<file path="config.mk">
export PLATFORM = sky130hd
export DESIGN_NAME = seg_scan_mux_flat
export DESIGN_NICKNAME = d
export VERILOG_FILES = /design/src/rtl/seg_scan_mux_if.sv /design/src/rtl/seg_scan_mux.sv /design/src/flat_wrapper.sv
export SDC_FILE = /design/constraint.sdc
export NUM_CORES = 1
export LEC_CHECK = 0
export BUFFER_PORTS_ARGS = -buffer_cell sky130_fd_sc_hd__clkbuf_2
export CAP_MARGIN = 30
export CORE_ASPECT_RATIO = 1.5
export CORE_UTILIZATION = 25
export CTS_CLUSTER_DIAMETER = 100
export DETAILED_ROUTE_END_ITERATION = 10
export PLACE_DENSITY = 0.42
export SLEW_MARGIN = 10
export SYNTH_ARGS = -nofsm -noshare
export SYNTH_HDL_FRONTEND = slang
export SYNTH_SLANG_ARGS = --single-unit
</file>
<file path="constraint.sdc">
create_clock -name clk -period 2.1 [get_ports clk]
set_input_delay 0.42 -clock clk [delete_from_list [all_inputs] [get_ports clk]]
set_output_delay 0.42 -clock clk [all_outputs]
set_load 0.02 [all_outputs]
</file>
<file path="src/rtl/seg_scan_mux_if.sv">
// Display-side bundle for seg_scan_mux: the multi-digit value and mode going in,
// and the decoder and digit-enable drive coming out.
interface seg_scan_mux_if #(
    parameter int DIGITS = 4
);
    logic [4*DIGITS-1:0] value;
    logic                hex_mode;
    logic [3:0]          hex;
    logic                show_a2f;
    logic [DIGITS-1:0]   digit_en;
    logic                frame_start;

    modport master (output value, hex_mode, input hex, show_a2f, digit_en, frame_start);
    modport slave  (input value, hex_mode, output hex, show_a2f, digit_en, frame_start);
endinterface

</file>
<file path="src/rtl/seg_scan_mux.sv">
// Time-multiplexed 7-segment scanner with a per-frame shadow of value and mode.
// Optional leading-zero blanking is enabled by defining SEG_SCAN_LZ_BLANK_EN.
module seg_scan_mux #(
    parameter  int DIGITS   = 4,
    parameter  int TICK_DIV = 50000,
    localparam int DIV_W    = $clog2(TICK_DIV),
    localparam int IDX_W    = (DIGITS > 1) ? $clog2(DIGITS) : 1
) (
    input  logic          clk,
    input  logic          rst_n,
    seg_scan_mux_if.slave bus
);
    localparam logic [DIV_W-1:0] DIV_LAST = DIV_W'(TICK_DIV - 1);
    localparam logic [IDX_W-1:0] IDX_LAST = IDX_W'(DIGITS - 1);

    logic [DIV_W-1:0]       div_q, div_d;
    logic [IDX_W-1:0]       idx_q, idx_d;
    logic [DIGITS-1:0][3:0] shadow_q, shadow_d;
    logic                   mode_q, mode_d;
    logic [DIGITS-1:0]      lit;
    logic                   load;

    assign load = (div_q == '0) && (idx_q == '0);

    always_comb begin
        div_d    = (div_q == DIV_LAST) ? '0 : div_q + 1'b1;
        idx_d    = idx_q;
        shadow_d = shadow_q;
        mode_d   = mode_q;
        if (div_q == DIV_LAST)
            idx_d = (idx_q == IDX_LAST) ? '0 : idx_q + 1'b1;
        if (load) begin
            shadow_d = bus.value;
            mode_d   = bus.hex_mode;
        end
    end

    always_ff @(posedge clk or negedge rst_n) begin
        if (!rst_n) begin
            div_q    <= '0;
            idx_q    <= '0;
            shadow_q <= '0;
            mode_q   <= 1'b0;
        end else begin
            div_q    <= div_d;
            idx_q    <= idx_d;
            shadow_q <= shadow_d;
            mode_q   <= mode_d;
        end
    end

`ifdef SEG_SCAN_LZ_BLANK_EN
    // A digit stays lit only if it or some more significant nibble is non-zero.
    always_comb begin
        logic acc;
        acc = 1'b0;
        lit = '1;
        for (int k = DIGITS - 1; k >= 1; k--) begin
            acc    = acc | (|shadow_q[k]);
            lit[k] = acc;
        end
    end
`else
    assign lit = '1;
`endif

    // Moore decode only; frame_start is held low while reset is asserted.
    always_comb begin
        bus.hex         = 4'h0;
        bus.digit_en    = '0;
        bus.show_a2f    = mode_q;
        bus.frame_start = load & rst_n;
        for (int k = 0; k < DIGITS; k++) begin
            if (idx_q == IDX_W'(k)) begin
                bus.hex         = shadow_q[k];
                bus.digit_en[k] = (div_q != '0) && lit[k];
            end
        end
    end
endmodule

</file>
<file path="src/flat_wrapper.sv">
// flat-port wrapper written by rule: the top's interface ports become plain ports
module seg_scan_mux_flat 
#(
    parameter  int DIGITS   = 4,
    parameter  int TICK_DIV = 50000,
    localparam int DIV_W    = $clog2(TICK_DIV),
    localparam int IDX_W    = (DIGITS > 1) ? $clog2(DIGITS) : 1
)
  (clk, rst_n, bus_value, bus_hex_mode, bus_hex, bus_show_a2f, bus_digit_en, bus_frame_start);
  seg_scan_mux_if #(.DIGITS(DIGITS)) bus_i ();
  input  logic clk;
  input  logic rst_n;
  input wire logic [$bits(bus_i.value)-1:0] bus_value;
  input wire logic [$bits(bus_i.hex_mode)-1:0] bus_hex_mode;
  output wire logic [$bits(bus_i.hex)-1:0] bus_hex;
  output wire logic [$bits(bus_i.show_a2f)-1:0] bus_show_a2f;
  output wire logic [$bits(bus_i.digit_en)-1:0] bus_digit_en;
  output wire logic [$bits(bus_i.frame_start)-1:0] bus_frame_start;
  assign bus_i.value = bus_value;
  assign bus_i.hex_mode = bus_hex_mode;
  assign bus_hex = bus_i.hex;
  assign bus_show_a2f = bus_i.show_a2f;
  assign bus_digit_en = bus_i.digit_en;
  assign bus_frame_start = bus_i.frame_start;
  seg_scan_mux #(.DIGITS(DIGITS), .TICK_DIV(TICK_DIV)) u_core (.clk(clk), .rst_n(rst_n), .bus(bus_i));
endmodule
</file>
==> results.py <==
metrics = {
    "timing": {
        "rsz0062_at_grt": "yes",
        "period_minus_slack_ns": 2.251,
        "fmax_ghz": 0.4443,
        "worstMarginPinSlew_ns": 0.4772,
        "slew_headroom": 0.6819,
        "finalSetupViolCount": 5,
        "hold_violations": 0,
        "fin_ws_ns": -0.1506,
        "fin_hold_ws_ns": 0.1955,
        "fin_skew_ns": 0.008894,
        "finalMaxSlewViolations": 0,
        "period_share": 1.072,
    },
    "yosys": {
        "syn_area_um2": 1805,
        "synth_nets": 180,
        "synthCells": 155,
        "yosys_warnings": 0,
        "muxShareOfSynthArea": 0.1448,
        "yosys.area_share.adder": 0.04158,
        "synth_xor_area_frac": 0.06791,
        "netlist_top_cells_area": "dfrtp_1 (49%), mux2_4 (8.3%), mux2_2 (5.6%), xnor2_1 (4.4%), ha_1 (4.2%)",
        "yosysSeqAreaShare": 0.4851,
        "netlist.area_leader.share": 0.4851,
        "yosys.area.top_type": "dfrtp_1",
        "synth-edff-count": 0,
        "netlist-cell-type-count": 31,
        "synth.avg_cell_area_um2": 11.65,
        "synthArstFlopShare": 1.000,
        "synth_compound_area_frac": 0.03257,
        "synth_top_family_by_area": "simple AND/OR/NAND/NOR gates",
        "yosysMostFrequentCell": "dfrtp_1",
        "yosys.area_share.simple": 0.1892,
        "yosys_most_used_dff": "dfrtp_1",
        "ys_ff_latch": 35,
        "synthTopCellsByCount": "dfrtp_1 (35), nor2_1 (16), mux2_4 (10), nand2_1 (10)",
    },
    "routing": {
        "via_per_inst": 4.603,
        "drt_iter0_drc": 45,
        "drtPass1Iterations": 7,
        "wire_per_inst_um": 14.36,
        "drc": 5,
        "wl_mm": 4.050,
        "dr_total_vias": 1298,
        "ant_nets": 0,
    },
    "final_layout": {
        "fin_util": 0.3537,
        "fillCellCount": 697,
        "area_growth_pct": 36.04,
        "layoutNonFillerInstCount": 282,
        "regArea_um2": 875.8,
        "drive_gt1_frac": 0.4706,
        "final_nets": 228,
        "stdcell_area_um2": 2456,
        "multi_input_area_um2": 984.7,
        "n_antenna_cell": 0,
    },
    "power": {
        "p_int_mw": 1.117,
        "pwr-share-clk": 0.449,
        "p_total_mw": 1.411,
        "p_leak_nw": 1.119,
        "swShare": 0.2085,
        "power_frac_comb": 0.054,
        "p_switching_uw": 294.1,
        "vdd_drop_max_uv": 266.2,
        "power_density_nw_per_um2": 574.3,
        "p_seq_frac": 0.498,
    },
    "clocking": {
        "ctsLongestPathBuffers": 2,
        "cts_tree": "yes",
        "clock_sinks": 35,
        "cts_buffers": 5,
        "clockRootBuffer": "clkbuf_8",
        "clkTransAtPathRegs_ns": 0.07,
        "htreeDepth": 2,
        "clk_latency_ns": 0.29,
        "hold_buffers": 0,
    },
    "global_routing": {
        "grt_overflow": 0,
        "grt_pass1_vias": 1407,
        "grt_max_degree": 36,
        "grt_pass1_wl_mm": 6.658,
        "grt_util_all_layers": 0.1138,
        "antenna_found_initial": 0,
    },
    "setup_path": {
        "reg2reg_to": "u_core.shadow_q[10]$_DFFE_PN0P_",
        "r2r_slack_ns": 0.10,
        "worstPathCellList": "or4_4 -> nor4b_2 -> and4_1 -> clkbuf_8",
        "worstPathArrival_ns": 1.83,
        "crit_family": "simple AND/OR/NAND/NOR gates",
        "worstSetupPathType": "flip-flop to output pin",
        "cp_slowest_stage_delay_ns": 0.55,
        "worstSetupEndpointType": "output pin",
        "reg2reg_depth": 5,
        "critPathLaunchType": "flip-flop",
        "critPathSlowestCell": "or4_4",
        "crit_fanout": 3,
        "cp_num_buf_inv": 1,
        "timing.rr.start": "u_core.div_q[11]$_DFF_PN0_",
        "crit_required_ns": 1.68,
    },
    "die": {
        "num_io_pins": 29,
        "die_h_um": 106.1,
        "die_x_um": 71.39,
        "die_area_um2": 7573,
        "num_rows": 37,
        "start_util": 0.2600,
        "core_area_um2": 6944,
    },
    "placement": {
        "dpl.cell_count": 271,
        "port_buffers": 28,
        "placed_area_um2": 2125,
        "gp_congestion": 0.7748,
        "dpl.hpwl_mm": 2.948,
    },
    "outcome": {
        "violations": "DRC, setup timing",
        "status": "finished with violations",
    },
    "worst_hold_path": {
        "hold_class": "primary input to asynchronous set/reset pin",
    },
    "job": {
        "cap_violations": 0,
    },
}
[kinds of logic (layout without fill, tap and decap cells)]
family          Yosys count  after routing
buf+inv                  12             61
fa+ha+maj                 6              6
flops                    35             35
mux                      20             20
simple gates             60             60
xor+xnor                 14             14
compound gates            8              8
[area by class of cell]
| type | count | share of cell area |
|---|---|---|
| Timing Repair Buffer | 46 | 0.1442 |
| Sequential cell | 35 | 0.3566 |
| Inverter | 7 | 0.01070 |
| Clock buffer | 6 | 0.03362 |
| Clock inverter | 2 | 0.01426 |
| Multi-Input combinational cell | 108 | 0.4009 |
| Tap cell | 78 | 0.03974 |
[per-layer routing]
layer / wire [um] / GRT usage / part of all wire
met5: 0 / 0 / 0
met4: 57 / 0.04286 / 0.014
met3: 235 / 0.02844 / 0.058
met2: 2129 / 0.2088 / 0.53
met1: 1627 / 0.1228 / 0.40
[worst max-delay path by stage]
stage	start	to	slack (ns)	cells past startpoint
after floorplan	u_core.div_q[11]$_DFF_PN0_	u_core.bus.show_a2f$_DFFE_PN0P_	0.06	6
after global routing	u_core.div_q[11]$_DFF_PN0_	bus_frame_start	-0.24	4
final	u_core.div_q[11]$_DFF_PN0_	bus_frame_start	-0.15	4
after global placement	u_core.div_q[10]$_DFF_PN0_	bus_frame_start	0.07	4
after detailed placement	u_core.div_q[10]$_DFF_PN0_	bus_frame_start	0.08	4
after CTS	u_core.div_q[11]$_DFF_PN0_	bus_frame_start	-0.17	4
[layout by cell type, fill, tap and decap left out, types with 5 or more instances in the layout]
| cell type | Yosys | routed |
|---|---|---|
| buf_4 | 0 | 19 |
| xnor2_1 | 9 | 9 |
| dfrtp_1 | 35 | 35 |
| mux2_4 | 10 | 10 |
| clkbuf_8 | 0 | 7 |
| nor3_1 | 5 | 5 |
| nand3_1 | 6 | 6 |
| nand2_1 | 10 | 10 |
| mux2_2 | 9 | 9 |
| nor2_1 | 16 | 15 |
| xor2_1 | 5 | 5 |
| clkbuf_2 | 0 | 19 |
[sequential cells by signal (all words and copies together) (netlist names)]
register and cells:
u_core.idx_q 2, u_core.shadow_q 16, u_core.div_q 16, u_core.bus.show_a2f 1
[stage by stage]
step	setup TNS, ns	worst slack, ns
final	-0.3355	-0.1506
after global routing	-0.7080	-0.2374
after CTS	-0.4899	-0.1737
after detailed placement	0	0.08358
after global placement	0	0.06930
after floorplan	0	0.06378
[power by group through the flow]
stage	registers, mW	logic, mW	clock network (mW)
detailed placement	0.713	0.0717	0
global route	0.703	0.0833	0.674
floorplan	0.711	0.0311	0
finish	0.702	0.0755	0.633
CTS	0.701	0.0751	0.655
global placement	0.712	0.0720	0
[timing repair]
item                                   in CTS  in global routing
pin swaps                                  10                  5
buffers inserted                            2                  2
endpoints found under the hold margin       0                  0
setup endpoints to repair                   9                  9
gates resized for setup                    29                 23
(Power assumes the default switching activity.)
